**config.mk**
```make
export PLATFORM = sky130hd
export DESIGN_NAME = multicycle_control
export DESIGN_NICKNAME = d
export VERILOG_FILES = /design/src/rtl/mips_ctrl_pkg.sv /design/src/rtl/mem_wait_timer.sv /design/src/rtl/multicycle_control.sv
export SDC_FILE = /design/constraint.sdc
export NUM_CORES = 1
export LEC_CHECK = 0
export ABC_AREA = 1
export BUFFER_PORTS_ARGS = -buffer_cell sky130_fd_sc_hd__buf_2
export CAP_MARGIN = 20
export CORE_MARGIN = 4
export CORE_UTILIZATION = 50
export CTS_CLUSTER_DIAMETER = 100
export DETAILED_ROUTE_END_ITERATION = 8
export GPL_ROUTABILITY_DRIVEN = 0
export GPL_TIMING_DRIVEN = 1
export PLACE_DENSITY = 0.82
export SYNTH_ARGS = -nofsm -noshare
export SYNTH_HDL_FRONTEND = slang
export SYNTH_HIERARCHICAL = 1
export SYNTH_SLANG_ARGS = --single-unit
```
**constraint.sdc**
```tcl
create_clock -name clk -period 2.85 [get_ports clk]
set_input_delay 0.285 -clock clk [delete_from_list [all_inputs] [get_ports clk]]
set_output_delay 0.285 -clock clk [all_outputs]
set_load 0.005 [all_outputs]
```
**src/rtl/mips_ctrl_pkg.sv**
```systemverilog
// Shared encodings for the multicycle MIPS-32 control path: FSM states,
// instruction opcodes, ALUOp codes and datapath mux select values.
package mips_ctrl_pkg;

  typedef enum logic [3:0] {
    FETCH     = 4'd0,
    DECODE    = 4'd1,
    MEM_ADDR  = 4'd2,
    MEM_READ  = 4'd3,
    MEM_WB    = 4'd4,
    MEM_WRITE = 4'd5,
    R_EXEC    = 4'd6,
    R_WB      = 4'd7,
    BRANCH    = 4'd8,
    JUMP      = 4'd9,
    IMM_EXEC  = 4'd10,
    IMM_WB    = 4'd11
  } ctrl_state_e;

  localparam logic [5:0] RTYPE = 6'b000000;
  localparam logic [5:0] LW    = 6'b100011;
  localparam logic [5:0] SW    = 6'b101011;
  localparam logic [5:0] BEQ   = 6'b000100;
  localparam logic [5:0] BNE   = 6'b000101;
  localparam logic [5:0] J     = 6'b000010;
  localparam logic [5:0] ADDI  = 6'b001000;
  localparam logic [5:0] SLTI  = 6'b001010;

  // ALUOp codes, shared with the ALU control decoder
  localparam logic [1:0] ALUOP_ADD   = 2'b00;
  localparam logic [1:0] ALUOP_SUB   = 2'b01;
  localparam logic [1:0] ALUOP_FUNCT = 2'b10;

  // ALU operand B selects
  localparam logic [1:0] SRCB_REG     = 2'b00;
  localparam logic [1:0] SRCB_FOUR    = 2'b01;
  localparam logic [1:0] SRCB_IMM     = 2'b10;
  localparam logic [1:0] SRCB_IMM_SH2 = 2'b11;

  // Next-PC selects
  localparam logic [1:0] PCSRC_ALU    = 2'b00;
  localparam logic [1:0] PCSRC_ALUOUT = 2'b01;
  localparam logic [1:0] PCSRC_JUMP   = 2'b10;
  localparam logic [1:0] PCSRC_REG    = 2'b11;

  // States that hold a memory request open until mem_ready
  function automatic logic isMemState(ctrl_state_e s);
    return (s == FETCH) || (s == MEM_READ) || (s == MEM_WRITE);
  endfunction

endpackage

```
**src/rtl/mem_wait_timer.sv**
```systemverilog
// Counts cycles a memory state spends waiting for mem_ready and flags a
// timeout once the count reaches MAX_WAIT (MAX_WAIT = 0 never times out).
// A ready in the timeout cycle suppresses the timeout.
module mem_wait_timer #(
  parameter int MAX_WAIT = 0,
  parameter int WAIT_W   = 8
) (
  input  logic clk,
  input  logic reset,
  input  logic active_i,
  input  logic ready_i,
  output logic timeout_o
);

  localparam logic [WAIT_W-1:0] MaxCount = WAIT_W'(MAX_WAIT);

  logic [WAIT_W-1:0] count_q, count_d;
  logic              waiting;

  // Timeout compare and count update; any cycle that is not a plain wait clears the count
  always_comb begin
    timeout_o = (MAX_WAIT != 0) && active_i && !ready_i && (count_q == MaxCount);
    waiting   = active_i && !ready_i && !timeout_o;
    count_d   = '0;
    if (waiting) begin
      count_d = (count_q == {WAIT_W{1'b1}}) ? count_q : count_q + WAIT_W'(1);
    end
  end

  // Wait counter register
  always_ff @(posedge clk) begin
    if (reset) begin
      count_q <= '0;
    end else begin
      count_q <= count_d;
    end
  end

endmodule

```
**src/rtl/multicycle_control.sv**
```systemverilog
// Main control FSM for the multicycle MIPS-32 datapath. Moore outputs are
// decoded from the state register, qualified only by mem_ready, jr and the
// memory wait timeout. The opcode is captured in DECODE so later IR changes
// do not disturb the rest of the instruction.
module multicycle_control
  import mips_ctrl_pkg::*;
#(
  parameter int MAX_WAIT = 0,
  parameter int WAIT_W   = 8
) (
  input  logic       clk,
  input  logic       reset,
  input  logic [5:0] opcode,
  input  logic       jr,
  input  logic       mem_ready,
  output logic       pc_write,
  output logic       pc_write_cond,
  output logic       pc_write_cond_ne,
  output logic       i_or_d,
  output logic       mem_read,
  output logic       mem_write,
  output logic       ir_write,
  output logic       mem_to_reg,
  output logic       set_less,
  output logic       reg_dst,
  output logic       reg_write,
  output logic       alu_src_a,
  output logic [1:0] alu_src_b,
  output logic [1:0] alu_op,
  output logic [1:0] pc_source,
  output logic [3:0] state_o,
  output logic       mem_error,
  output logic       illegal_op
);

  ctrl_state_e state_q, state_d;
  logic [5:0]  opcode_q, opcode_d;
  logic        timeout;

  mem_wait_timer #(
    .MAX_WAIT(MAX_WAIT),
    .WAIT_W  (WAIT_W)
  ) u_timer (
    .clk      (clk),
    .reset    (reset),
    .active_i (isMemState(state_q)),
    .ready_i  (mem_ready),
    .timeout_o(timeout)
  );

  assign state_o = state_q;

  // Next-state and output decode; reset forces every strobe and select low
  always_comb begin
    state_d          = state_q;
    opcode_d         = opcode_q;
    pc_write         = 1'b0;
    pc_write_cond    = 1'b0;
    pc_write_cond_ne = 1'b0;
    i_or_d           = 1'b0;
    mem_read         = 1'b0;
    mem_write        = 1'b0;
    ir_write         = 1'b0;
    mem_to_reg       = 1'b0;
    set_less         = 1'b0;
    reg_dst          = 1'b0;
    reg_write        = 1'b0;
    alu_src_a        = 1'b0;
    alu_src_b        = SRCB_REG;
    alu_op           = ALUOP_ADD;
    pc_source        = PCSRC_ALU;
    mem_error        = 1'b0;
    illegal_op       = 1'b0;

    case (state_q)
      FETCH: begin
        mem_read  = !timeout;
        alu_src_b = SRCB_FOUR;
        if (mem_ready) begin
          ir_write = 1'b1;
          pc_write = 1'b1;
          state_d  = DECODE;
        end else if (timeout) begin
          mem_error = 1'b1;
          state_d   = FETCH;
        end
      end
      DECODE: begin
        alu_src_b = SRCB_IMM_SH2;
        opcode_d  = opcode;
        case (opcode)
          RTYPE:      state_d = R_EXEC;
          LW, SW:     state_d = MEM_ADDR;
          BEQ, BNE:   state_d = BRANCH;
          J:          state_d = JUMP;
          ADDI, SLTI: state_d = IMM_EXEC;
          default: begin
            illegal_op = 1'b1;
            state_d    = FETCH;
          end
        endcase
      end
      MEM_ADDR: begin
        alu_src_a = 1'b1;
        alu_src_b = SRCB_IMM;
        state_d   = (opcode_q == LW) ? MEM_READ : MEM_WRITE;
      end
      MEM_READ: begin
        i_or_d   = 1'b1;
        mem_read = !timeout;
        if (mem_ready) begin
          state_d = MEM_WB;
        end else if (timeout) begin
          mem_error = 1'b1;
          state_d   = FETCH;
        end
      end
      MEM_WRITE: begin
        i_or_d    = 1'b1;
        mem_write = !timeout;
        if (mem_ready) begin
          state_d = FETCH;
        end else if (timeout) begin
          mem_error = 1'b1;
          state_d   = FETCH;
        end
      end
      MEM_WB: begin
        reg_write  = 1'b1;
        mem_to_reg = 1'b1;
        state_d    = FETCH;
      end
      R_EXEC: begin
        alu_src_a = 1'b1;
        alu_op    = ALUOP_FUNCT;
        if (jr) begin
          pc_write  = 1'b1;
          pc_source = PCSRC_REG;
          state_d   = FETCH;
        end else begin
          state_d = R_WB;
        end
      end
      R_WB: begin
        reg_write = 1'b1;
        reg_dst   = 1'b1;
        alu_op    = ALUOP_FUNCT;
        state_d   = FETCH;
      end
      BRANCH: begin
        alu_src_a        = 1'b1;
        alu_op           = ALUOP_SUB;
        pc_source        = PCSRC_ALUOUT;
        pc_write_cond    = (opcode_q == BEQ);
        pc_write_cond_ne = (opcode_q == BNE);
        state_d          = FETCH;
      end
      JUMP: begin
        pc_write  = 1'b1;
        pc_source = PCSRC_JUMP;
        state_d   = FETCH;
      end
      IMM_EXEC: begin
        alu_src_a = 1'b1;
        alu_src_b = SRCB_IMM;
        alu_op    = (opcode_q == SLTI) ? ALUOP_SUB : ALUOP_ADD;
        state_d   = IMM_WB;
      end
      IMM_WB: begin
        reg_write = 1'b1;
        alu_src_a = 1'b1;
        alu_src_b = SRCB_IMM;
        alu_op    = (opcode_q == SLTI) ? ALUOP_SUB : ALUOP_ADD;
        set_less  = (opcode_q == SLTI);
        state_d   = FETCH;
      end
      default: begin
        state_d = FETCH;
      end
    endcase

    if (reset) begin
      state_d          = FETCH;
      opcode_d         = '0;
      pc_write         = 1'b0;
      pc_write_cond    = 1'b0;
      pc_write_cond_ne = 1'b0;
      i_or_d           = 1'b0;
      mem_read         = 1'b0;
      mem_write        = 1'b0;
      ir_write         = 1'b0;
      mem_to_reg       = 1'b0;
      set_less         = 1'b0;
      reg_dst          = 1'b0;
      reg_write        = 1'b0;
      alu_src_a        = 1'b0;
      alu_src_b        = SRCB_REG;
      alu_op           = ALUOP_ADD;
      pc_source        = PCSRC_ALU;
      mem_error        = 1'b0;
      illegal_op       = 1'b0;
    end
  end

  // State and latched-opcode registers
  always_ff @(posedge clk) begin
    if (reset) begin
      state_q  <= FETCH;
      opcode_q <= '0;
    end else begin
      state_q  <= state_d;
      opcode_q <= opcode_d;
    end
  end

endmodule

```
Word-level counts from Yosys, hierarchy flattened
Index checks and enable logic that the tools add are counted.
{"block": "word_totals", "regBits": 10, "in_bits": 10, "out_inout_bits": 24, "elab_cells": 85}
{"block": "classes", "n_eq_ne": 25, "n_mux": 44, "reduce_logical": 14}
{"operator": "$mux 1", "n": 29}
{"operator": "$pmux 4 s7", "n": 1}
{"operator": "$eq 6x3->1 const B", "n": 4}
{"operator": "$pmux 4 s5", "n": 1}
{"operator": "$eq 6x4->1 const B", "n": 3}
{"operator": "$eq 6x6->1 const B", "n": 3}
{"operator": "$pmux 2 s3", "n": 3}
{"operator": "$eq 4x3->1 const B", "n": 4}
{"operator": "$eq 4x4->1 const B", "n": 4}
{"operator": "$reduce_or 2->1", "n": 7}
{"operator": "$mux 4", "n": 3}
{"operator": "$eq 4x2->1 const B", "n": 2}
{"operator": "$mux 2", "n": 4}
{"operator": "$reduce_or 8->1", "n": 1}
{"operator": "$eq 6x2->1 const B", "n": 1}
{"operator": "$logic_not 6->1", "n": 1}
{"operator": "$mux 3", "n": 2}
{"operator": "$ne 2x2->1 const B", "n": 3}
{"operator": "$reduce_or 3->1", "n": 2}
{"operator": "$reduce_or 5->1", "n": 1}
{"operator": "$eq 4x1->1 const B", "n": 1}
{"operator": "$logic_not 4->1", "n": 1}
{"operator": "$pmux 1 s3", "n": 1}
{"operator": "$reduce_and 3->1", "n": 1}

Logic depth before layout (Yosys ltp)
{"block": "logic_depth", "word_depth": 5, "mapped_depth": 9, "depth_no_buf": 8}

Cells and area by module
The synthesis kept the hierarchy.
{"mod": "multicycle_control", "n_inst": 1, "cells_per_inst": 147, "area_per_inst_um2": 820.8, "seq_area_each_um2": 200.2}
{"mod": "mem_wait_timer", "n_inst": 1, "cells_per_inst": 2, "area_per_inst_um2": 11.3, "seq_area_each_um2": 0.0}

Least setup slack after synthesis
Ideal clock, no wire load.
{"block": "synth_path", "kind": "register -> output", "from": "reg state_q[3] (netlist: state_o[3])", "to": "out pc_write", "arrival_time_ns": 1.035, "t_required_ns": 2.565, "slack_ns": 1.530, "path_stages_with_launch": 7, "n_path_buf": 0, "path_cell_list": "dfxtp_1 inv_1 nor2_1 inv_1 o21ai_0 inv_1 a21oi_1"}
{"block": "synth_via", "elab_chain_len": 3, "word_cells_on_any_way": 5, "cone_classes": "2 x eq/ne; 2 x mux; 1 x reduce/logical"}
{"element": "start: declaration", "line_no": "multicycle_control.sv:36", "source": "ctrl_state_e state_q, state_d;"}
{"element": "start signal: assignment", "line_no": "multicycle_control.sv:211", "source": "state_q <= state_d;"}
{"element": "$eq 4x4->1 (tied with other cells)", "line_no": "multicycle_control.sv:75", "source": "case (state_q)"}
{"element": "$pmux 1 s3 *", "line_no": "multicycle_control.sv:75"}
{"element": "$mux 1 *", "line_no": "multicycle_control.sv:182", "source": "if (reset) begin"}
{"element": "end: declaration", "line_no": "multicycle_control.sv:16", "source": "output logic pc_write,"}
Every way passes the cells marked *; elsewhere a longest branch is shown, timed or not.

Worst setup path after layout
{"block": "layout_path", "from": "reg state_q[1] (netlist: state_o[1])", "to": "out mem_read"}
{"block": "layout_via", "elab_chain_len": 4, "word_cells_on_any_way": 5, "cone_classes": "1 x eq/ne; 2 x mux; 2 x reduce/logical"}
{"element": "$eq 4x2->1 or $logic_not 4->1 (tied branches)", "line_no": "multicycle_control.sv:75"}
{"element": "$reduce_or 2->1 (no source line) *"}
{"element": "$mux 1 *", "line_no": "multicycle_control.sv:75"}
{"element": "$mux 1 *", "line_no": "multicycle_control.sv:182"}
{"element": "end: declaration", "line_no": "multicycle_control.sv:20", "source": "output logic mem_read,"}
Marks and branches as above.

==> impl_metrics.py <==
metrics = {
    "outcome": {
        "outcome": "finished, final reports clean",
    },
    "clocking": {
        "clock-root-buffer": "clkbuf_4",
        "clkSlewWorstSetupHoldPaths_ns": 0.07,
        "cts_buffers": 3,
        "hold_buffers": 0,
        "cts_tree": "done",
        "cts.path.max_buffers": 2,
        "worstSkewPairLatency_ns": 0.26,
        "cts-resized-gates": 0,
        "cts_setup_buffers": 0,
        "h-tree-depth": 1,
        "cts_num_sinks": 10,
    },
    "detailed_routing": {
        "drt_first_pass_iters": 4,
        "post-route-drc-count": 0,
        "drt_iter0_markers": 30,
        "routed_wl_um": 2380,
        "postRouteAntennaNets": 0,
        "via_count": 1065,
        "wl_per_cell_um": 12.3,
        "vias_per_cell": 5.49,
    },
    "worst_setup_path": {
        "slowest_stage": "dfxtp_1",
        "path_buf_inv": 2,
        "crit_chain": "nand2_1 -> nor2_1 -> inv_1 -> nand2_1 -> nor3b_2 -> buf_2",
        "startpoint_type": "flop",
        "cp_max_fo": 10,
        "path_delay_family": "simple AND/OR/NAND/NOR gates",
        "critPathCaptureType": "output port",
        "worstSetupPathType": "reg -> out",
        "cp_common_cell": "nand2_1",
        "cp.arrival_ns": 1.59,
        "cpPeakStageDelay_ns": 0.50,
        "required_ns": 2.57,
    },
    "grt": {
        "grt_pass1_vias": 913,
        "grt_pass1_wl_um": 3860,
        "grt_max_degree": 19,
        "gr-total-overflow": 0,
        "antenna_found_initial": 0,
        "global_route.usage.total": 0.193,
    },
    "sta": {
        "timing.fmax_mhz": 533,
        "final_hold_viol_count": 0,
        "fin_crit_sh": 0.659,
        "drv_slew": 0,
        "skew_ns": 0.00296,
        "whs_ns": 0.279,
        "post-route-min-period_ns": 1.88,
        "final-setup-viol-count": 0,
        "rsz0062_at_grt": "no",
        "tns_ns": 0,
    },
    "place": {
        "io_buffers": 32,
        "dp_hpwl_um": 1880,
        "place_area_um2": 965,
    },
    "min_path": {
        "hold_class": "in -> reg",
    },
    "yosys": {
        "syn_nets": 158,
        "synthesis.area_um2": 828,
        "yosysWarnings": 6,
        "synth_area_per_cell_um2": 5.60,
        "synth_cells": 148,
    },
    "power": {
        "finalPower_w": 0.000352,
        "powerDensity_nw_per_um2": 352,
        "leakage_nw": 0.516,
        "ir_drop_mv": 0.292,
    },
    "die": {
        "dieArea_um2": 2370,
        "die_w_um": 48.7,
        "initial_core_util": 0.537,
        "dieHeight_um": 48.7,
        "row_count": 14,
        "core_um2": 1540,
        "ios": 34,
    },
    "run": {
        "max_cap_violations": 0,
    },
    "finish": {
        "final_cell_area_um2": 1000,
        "n_antenna_cell": 0,
        "drive_gt1_frac": 0.225,
        "nets": 189,
        "area_growth_pct": 20.8,
    },
}
## final timing paths
check	depth (start not counted)	start	slack, ns	end
worst max-delay path	6	state_o[1]	0.97	mem_read
worst min-delay path	3	opcode[4]	0.28	opcode_q[4]
worst max register to register	6	state_o[0]	1.31	state_o[2]
worst min register to register	2	opcode_q[2]	0.51	opcode_q[2]
## tightest hold or removal path, cell delays in order
cell and delay (ns):
buf_2 0.10, nor2_1 0.05, nor2_1 0.08
## placed cells by master (no fill, tap or decap)
cell type and n:
nand2_1 26, o21ai_0 9, nor2_1 36, nand4_1 5, nor2_4 1, clkbuf_8 1, conb_1 1, inv_1 18
nor3_1 7, clkbuf_4 3, dfxtp_1 10, a21oi_1 11, nand2_2 1, nand3_1 12, buf_2 32, o31ai_1 1
nor4_1 2, inv_2 1, nor3b_2 1
## layer usage
metal | share of wire | up-vias | wire length [um] | global-route usage
met5 | 0 | - | 0 | 0
met3 | 0.11 | 2 | 258 | 0.0613
met4 | 0.0021 | 0 | 5 | 0.0269
met2 | 0.47 | 59 | 1110 | 0.337
li1 | - | 540 | - | -
met1 | 0.42 | 464 | 1010 | 0.235
## stage by stage
stage	util	setup slack, ns	cells
finish	0.649	0.972	194
global route	0.649	0.806	194
CTS	0.649	0.991	194
detailed placement	0.626	1.28	190
global placement	0.626	1.34	190
floorplan	-	1.53	148
## power by group
group | total, W | internal [W] | switching [W]
clock network | 0.000129 | 0.0000776 | 0.0000510
registers | 0.000155 | 0.000147 | 0.00000799
logic | 0.0000681 | 0.0000239 | 0.0000442
## area by class of cell
cell class | instances | area [um^2]
clock buffers | 4 | 36.3
repair buffers | 32 | 160
inverters | 19 | 71.3
well taps | 16 | 20.0
fillers | 157 | 541
multi-input cells | 113 | 513
flip-flops and latches | 10 | 200
## flip-flops by register name, summed over array words and instances (netlist names)
register and flops:
opcode_q 6, state_o 4
Note: power is estimated with default switching activity, not from simulation.
